$ cat config.mk
export PLATFORM = sky130hd
export DESIGN_NAME = pipeline_controller
export DESIGN_NICKNAME = d
export VERILOG_FILES = /design/src/rtl/pipeline_controller.sv
export SDC_FILE = /design/constraint.sdc
export NUM_CORES = 1
export LEC_CHECK = 0
export CAP_MARGIN = 10
export CORE_MARGIN = 5
export CORE_UTILIZATION = 44
export DETAILED_ROUTE_END_ITERATION = 8
export HOLD_SLACK_MARGIN = 0.06
export PLACE_DENSITY = 0.79
export SLEW_MARGIN = 10
export SYNTH_ARGS = -nofsm -noshare
export SYNTH_HDL_FRONTEND = slang
export SYNTH_SLANG_ARGS = --single-unit
export TNS_END_PERCENT = 1
$ cat constraint.sdc
create_clock -name clk -period 2.6 [get_ports clk]
set_clock_uncertainty 0.1 [all_clocks]
set_input_delay 0.26 -clock clk [delete_from_list [all_inputs] [get_ports clk]]
set_output_delay 0.26 -clock clk [all_outputs]
set_load 0.02 [all_outputs]
$ cat src/rtl/pipeline_controller.sv
// Pipeline hazard, branch-flush and data-memory stall control.
// One FSM times each memory access; stall_cnt tallies frozen fetch cycles.
module pipeline_controller #(
   parameter int MEM_WAIT = 4,
   parameter int FWD_EN   = 0
) (
   input  logic        clk,
   input  logic        rst,
   input  logic [3:0]  src1,
   input  logic [3:0]  src2,
   input  logic        two_src,
   input  logic [3:0]  exe_dest,
   input  logic        exe_wb_en,
   input  logic        exe_mem_r_en,
   input  logic [3:0]  mem_dest,
   input  logic        mem_wb_en,
   input  logic        mem_r_en,
   input  logic        mem_w_en,
   input  logic        branch_taken,
   output logic        hazard,
   output logic        freeze_if,
   output logic        flush,
   output logic        mem_stall,
   output logic        mem_ready,
   output logic [15:0] stall_cnt
);

   typedef enum logic [1:0] {
      S_IDLE,
      S_WAIT,
      S_DONE
   } state_t;

   localparam logic [3:0] CNT_INIT = 4'(MEM_WAIT - 1);

   state_t     state;
   state_t     state_n;
   logic [3:0] cnt;
   logic [3:0] cnt_n;
   logic       req;
   logic       raw_hazard;
   logic       stall_int;
   logic       ready_int;

   assign req = mem_r_en | mem_w_en;

   always_comb begin
      raw_hazard = 1'b0;
      if (FWD_EN != 0) begin
         raw_hazard = exe_mem_r_en & exe_wb_en &
                      ((exe_dest == src1) |
                       (two_src & (exe_dest == src2)));
      end else begin
         raw_hazard = (exe_wb_en & (exe_dest == src1)) |
                      (mem_wb_en & (mem_dest == src1)) |
                      (two_src &
                       ((exe_wb_en & (exe_dest == src2)) |
                        (mem_wb_en & (mem_dest == src2))));
      end
   end

   always_comb begin
      state_n   = state;
      cnt_n     = cnt;
      stall_int = 1'b0;
      ready_int = 1'b0;
      unique case (state)
         S_IDLE: begin
            if (req) begin
               stall_int = 1'b1;
               if (MEM_WAIT >= 2) begin
                  state_n = S_WAIT;
                  cnt_n   = CNT_INIT;
               end else begin
                  state_n = S_DONE;
               end
            end
         end
         S_WAIT: begin
            stall_int = 1'b1;
            cnt_n     = cnt - 4'd1;
            if (cnt == 4'd1) begin
               state_n = S_DONE;
            end
         end
         // The request still visible here belongs to the retiring access.
         S_DONE: begin
            ready_int = 1'b1;
            state_n   = S_IDLE;
         end
         default: begin
            state_n = S_IDLE;
         end
      endcase
   end

   always_ff @(posedge clk or posedge rst) begin
      if (rst) begin
         state <= S_IDLE;
         cnt   <= 4'd0;
      end else begin
         state <= state_n;
         cnt   <= cnt_n;
      end
   end

   assign mem_stall = ~rst & stall_int;
   assign mem_ready = ~rst & ready_int;
   assign flush     = ~rst & branch_taken & ~stall_int;
   assign hazard    = ~rst & raw_hazard & ~branch_taken & ~stall_int;
   // Branch wins over a data hazard so the PC can load the target.
   assign freeze_if = ~rst & (stall_int | (raw_hazard & ~branch_taken));

   always_ff @(posedge clk or posedge rst) begin
      if (rst) begin
         stall_cnt <= 16'd0;
      end else if (freeze_if && (stall_cnt != 16'hFFFF)) begin
         stall_cnt <= stall_cnt + 16'd1;
      end
   end

endmodule

==> metrics, run 1 <==
status complete, no violations; number of buffers added by the clock tree synthesis step 3; DP HPWL 2.55 mm; Unique masters post-synth 27; maximum fanout along the worst path 3; flip-flop and latch count after synthesis 22; clock slew at reported path FFs 120 ps; width of the die 63.9 um; initial antenna violation count 0; reg-to-reg slack, setup 490 ps; Clock Tree Root clkbuf_4; number of global-route vias before repair 1,220; Area contributors post-synth dfrtp_1, xnor2_1, xor2_1, nand2_1, nor3_1; transition time at the pin with the least slew margin 341 ps; number of warnings printed during yosys synthesis 0; synthesis-to-layout area growth 44.6%; ratio of final minimum period to clock period 0.907; FF-to-FF End stall_cnt[11]; count of cells along the worst register-to-register path 7; start of the worst register-to-register path stall_cnt[1]; final-layout setup total negative slack 0 ps; endpoint type of the worst setup path output pin; WP data required 2240 ps; clock tree sinks 22; Post-DRT Antenna Nets 0; number of rows created at floorplan 19; final antenna diode count 0; synthesized netlist net count 162; CTS Buffer Depth 2; number of search-and-repair iterations in the first detailed-routing pass 4; overflow left after global routing 0; top-level I/O count 46; total wire length 3.14 mm; Hold Vio Cnt, Final 0; Core Footprint 2760 um2; number of pins with negative max-slew slack in the final report 0; sequential standard cell area 551 um2; setup repair after global routing missed its margin false; Fmax 424 MHz; Filler Cell Count 224; Remaining DRCs 0; average cell area after synthesis 9.52 um2; data arrival at the endpoint of the critical path 2000 ps; proportion of synthesized chip area in sequential cells 0.431; top cell type's share of synthesized area 0.431; DRC marker count from the first detailed-route iteration 59; maximum number of pins on one net before global-route repair 23; highest-count cells in the layout ignoring fill and taps clkdlybuf4s50_1, dfrtp_1, xnor2_1, nand2_1, xor2_1; combined area of the multi-input logic cells 684 um2; detailed-route via count 1,145; max_slew headroom 0.772; cell leakage power 0.792 nW; TritonCTS clock tree yes; layout net count 219; number of endpoints failing setup at the final stage 0; Die Y-Extent 63.9 um; setup ws final 242 ps; Setup Crit Path Kind in2out; Via-to-Cell Ratio 5.18; critical path startpoint category input pin; Resized Gates After CTS 2; clock latency of the later-clocked register in the worst-skew pair 310 ps; # hold bufs at CTS 0; die outline area 4080 um2; total number of H-tree levels 1; overall track demand over capacity in global routing 0.165; starting density of the core 0.463; most common cell after layout, fill and taps aside clkdlybuf4s50_1; post-layout min period 2360 ps; count of buffers added by post-CTS timing repair for setup 0; worst slack at placement -45.2 ps; Hold/Removal Path Class in2async; start point of the critical path mem_dest[2]; Final Non-Filler Cells 221; average wire per standard cell 14.2 um; Max VDD drop 0.593 mV; ratio of total power to cell area 701 nW/um2; post-synthesis instance total 134; cell area after technology mapping 1280 um2; cell type with the largest total area after synthesis dfrtp_1; count of port buffers added during placement 44; first-pass GRT wire length 5.49 mm; end point of the critical path freeze_if; fraction of layout cells with a size suffix above 1 0.0895; last weighted congestion value of the routability-driven placer 0.860; number of max-capacitance violations reported 0; post-placement cell count 217
## sequential cells by signal (all words and copies together), names as in the netlist
name,cells
cnt,4
stall_cnt,16
state,2
## logic make-up (layout without fill, tap and decap cells)
kind of cell / count (synthesis) / in the layout / share of synthesized area
simple gates: 57 / 57 / 0.221
xor+xnor: 30 / 30 / 0.206
flops: 22 / 22 / 0.431
compound gates: 12 / 12 / 0.0716
buf+inv: 9 / 65 / 0.0324
fa+ha+maj: 3 / 3 / 0.0294
mux: 1 / 1 / 0.00882
## cells in the mapped netlist
cell type and count:
nor3_1 10, nor4_1 2, mux2_1 1, a31oi_2 1, xor2_1 14, a32oi_1 1
o21a_1 1, nor3_2 1, o21ai_0 2, a22o_1 1, or3_1 1, a31oi_1 3
ha_1 3, buf_6 1, o41a_1 1, and3_1 3, nand2_1 15, nor4_2 1
nor2_1 11, or2_0 1, nand3_1 6, dfrtp_1 22, o21ai_2 1, inv_1 8
nand4_1 6, xnor2_1 16, a21oi_1 1
## stage by stage
step / util / cell area [um2] / hold WS (ps) / total power [mW]
2_1_floorplan: - / 1280 / 168 / 0.857
3_3_place_gp: 0.657 / 1810 / 385 / 1.09
3_5_place_dp: 0.657 / 1810 / 389 / 1.12
4_1_cts: 0.669 / 1850 / 415 / 1.30
5_1_grt: 0.669 / 1850 / 437 / 1.40
6_report: 0.669 / 1850 / 413 / 1.29
## metal layers
metal  vias up  GRT usage  wire, um
li1        575          -         -
met1       529      0.186      1280
met2        37      0.295      1630
met3         4     0.0385       174
met4         0     0.0701        59
met5         -          0         0
## worst max-delay path, cell delays in order
cell             delay, ps
clkdlybuf4s50_1        510
xnor2_1                130
nand3_1                100
nor4_1                 170
a31oi_1                 80
a31oi_2                230
nor2_1                  80
nor2_1                  80
dlygate4sd2_1          350
## report_power, final
group / total [mW] / switching [mW] / internal [mW] / leakage [nW]
Sequential: 0.545 / 0.114 / 0.431 / 0.275
Combinational: 0.562 / 0.277 / 0.285 / 0.496
Clock: 0.187 / 0.102 / 0.0855 / 0.0210
Total: 1.29 / 0.493 / 0.802 / 0.792
## worst min-delay path by stage
stage | to | depth (start not counted)
5_1_grt | stall_cnt[1] | 3
3_5_place_dp | stall_cnt[11] | 1
2_1_floorplan | cnt[0] | 1
3_3_place_gp | stall_cnt[8] | 1
6_report | stall_cnt[13] | 3
4_1_cts | stall_cnt[13] | 3
## area by class of cell
class | instances | area share
clock buffers | 4 | 0.0197
repair buffers | 53 | 0.274
multi-input cells | 103 | 0.371
inverters | 8 | 0.0163
flip-flops and latches | 22 | 0.298
well taps | 31 | 0.0210
Note: power is estimated with default switching activity, not from simulation.
==> inputs of run 2 (changes only) <==
clock period = 2.3 ns   (was 2.6 ns; I/O delays follow)
==> run 2 against run 1 <==
  * Sequential power is 13% higher
  * Critical path type unchanged
  * Count of clock-buffer cells in the layout shrank 1
  * Worst setup slack lost 160 ps
==> metrics, run 2 (same netlist as run 1, synthesis figures left out) <==
number of max-capacitance violations reported 0 (unchanged); last weighted congestion value of the routability-driven placer 0.834 (-3.0%); Core Footprint 2760 um2 (unchanged); delay contributed by the slowest stage of the critical path 470 ps (-40 ps); highest routed layer met4; ratio of total power to cell area 825 nW/um2 (+18%); worst hold slack after final layout 385 ps (-27.6 ps); width of the die 63.9 um (unchanged); slowest library cell on the worst path clkdlybuf4s50_1; Hold/Removal Path Class in2async; Clock Tree Root clkbuf_4; critical path startpoint category input pin; number of endpoints failing setup at the final stage 0 (unchanged); WP data required 1970 ps (-270 ps); starting density of the core 0.463 (unchanged); maximum number of pins on one net before global-route repair 23 (unchanged); count of cells along the worst register-to-register path 8 (+1); CP Cell Sequence clkdlybuf4s50_1, xor2_1, nor3_2, nand4_1, a31oi_2, and3_1, clkdlybuf4s15_2; post-placement cell count 220 (+1.4%); overall track demand over capacity in global routing 0.163 (-0.00213); final antenna diode count 0 (unchanged); registers with the highest flip-flop counts stall_cnt: 16 flops, cnt: 4 flops, state: 2 flops; most common cell after layout, fill and taps aside clkdlybuf4s50_1; Post-DRT Antenna Nets 0 (unchanged); max_slew headroom 0.797 (+0.0254); DRC marker count from the first detailed-route iteration 32 (-46%); post-placement cell area 1850 um2 (+1.9%); total wire length 3.20 mm (+1.9%); maximum fanout along the worst path 3 (unchanged); number of rows created at floorplan 19 (unchanged); clock latency of the later-clocked register in the worst-skew pair 310 ps (about the same); highest-count cells in the layout ignoring fill and taps clkdlybuf4s50_1, dfrtp_1, xnor2_1, nand2_1, xor2_1; max FFs per register 16 (unchanged); layout net count 222 (+1.4%); synthesis-to-layout area growth 49.2%; average wire per standard cell 14.3 um (+0.58%); number of pins with negative max-slew slack in the final report 0 (unchanged); count of buffers added by post-CTS timing repair for setup 0 (unchanged); clock tree sinks 22 (unchanged); number of buffers added by the clock tree synthesis step 3 (unchanged); FF-to-FF End stall_cnt[7]; total number of H-tree levels 1 (unchanged); Hold Vio Cnt, Final 0 (unchanged); TritonCTS clock tree yes; met2 wire length 1.66 mm (+1.8%); Via-to-Cell Ratio 5.37 (+3.7%); start of the worst register-to-register path stall_cnt[0]; combined area of the multi-input logic cells 696 um2 (+1.6%); clock slew at reported path FFs 130 ps (about the same); fraction of layout cells with a size suffix above 1 0.124 (+0.0349); transition time at the pin with the least slew margin 302 ps (-39.5 ps); sequential standard cell area 551 um2 (unchanged); post-layout total power 1.57 mW (+21%); Filler Cell Count 249 (+11%); Fmax 452 MHz; reg-to-reg slack, setup 230 ps (-260 ps); Setup Crit Path Kind in2out; Die Y-Extent 63.9 um (unchanged); final instance area 1900 um2 (+3.2%); first-pass GRT wire length 5.51 mm (+0.51%); data arrival at the endpoint of the critical path 1880 ps (-120 ps); number of search-and-repair iterations in the first detailed-routing pass 4 (unchanged); detailed-route via count 1,203 (+5.1%); Met1 Routed Length 1.22 mm (-4.4%); initial antenna violation count 0 (unchanged); Remaining DRCs 0 (unchanged); cell leakage power 0.819 nW (+3.5%); overflow left after global routing 0 (unchanged); CTS Buffer Depth 2 (unchanged); endpoint type of the worst setup path output pin; Max VDD drop 0.738 mV (+24%); ratio of final minimum period to clock period 0.962; status complete, no violations; top-level I/O count 46 (unchanged); count of port buffers added during placement 44 (unchanged); routed length on met3 226 um (+30%); Final Non-Filler Cells 224 (+1.4%); # hold bufs at CTS 0 (unchanged); post-layout min period 2210 ps; die outline area 4080 um2 (unchanged); number of global-route vias before repair 1,273 (+4.3%); Biggest register stall_cnt; DP HPWL 2.65 mm (+4.1%)
[run 2: where the power goes]
part / internal (mW) / switching, mW
combinational: 0.340 / 0.320
clock: 0.176 / 0.118
sequential: 0.487 / 0.129
[run 2: layout make-up]
class	count	share of cell area
multi-input combinational	103	0.365
sequential	22	0.289
timing repair buffer	56	0.282
tap	31	0.0204
clock inverter	1	0.0158
inverter	8	0.0158
clock buffer	3	0.0118
[run 2: timing repair]
item                                    in CTS  in global routing
pin swaps                                    0                  1
resized for setup                            9                  2
endpoints found under the setup margin       4                  2
[run 2: metrics by stage]
step | utilization | setup WS, ps | TNS [ps]
finish | 0.691 | 86.4 | 0
global route | 0.691 | -3.51 | -3.51
detailed placement | 0.670 | -359 | -2190
CTS | 0.691 | 33.9 | 0
floorplan | - | 169 | 0
global placement | 0.670 | -256 | -823
[run 2: critical path, delay by kind of cell]
family	cells	cell delay [ps]
buf+inv	2	730
simple gates	3	520
compound gates	1	230
xor+xnor	1	170
[run 2: routing by layer]
| metal | global-route usage | vias up |
|---|---|---|
| met5 | 0 | - |
| met4 | 0.0727 | 0 |
| met3 | 0.0403 | 10 |
| met2 | 0.291 | 46 |
| met1 | 0.180 | 568 |
| li1 | - | 579 |
[run 2: worst max path at each step]
stage | start | end | cells past startpoint
floorplan | stall_cnt[0] | stall_cnt[7] | 8
global placement | mem_dest[2] | freeze_if | 9
detailed placement | src2[2] | hazard | 8
CTS | src2[2] | freeze_if | 9
global route | exe_dest[0] | hazard | 7
finish | src2[3] | hazard | 7
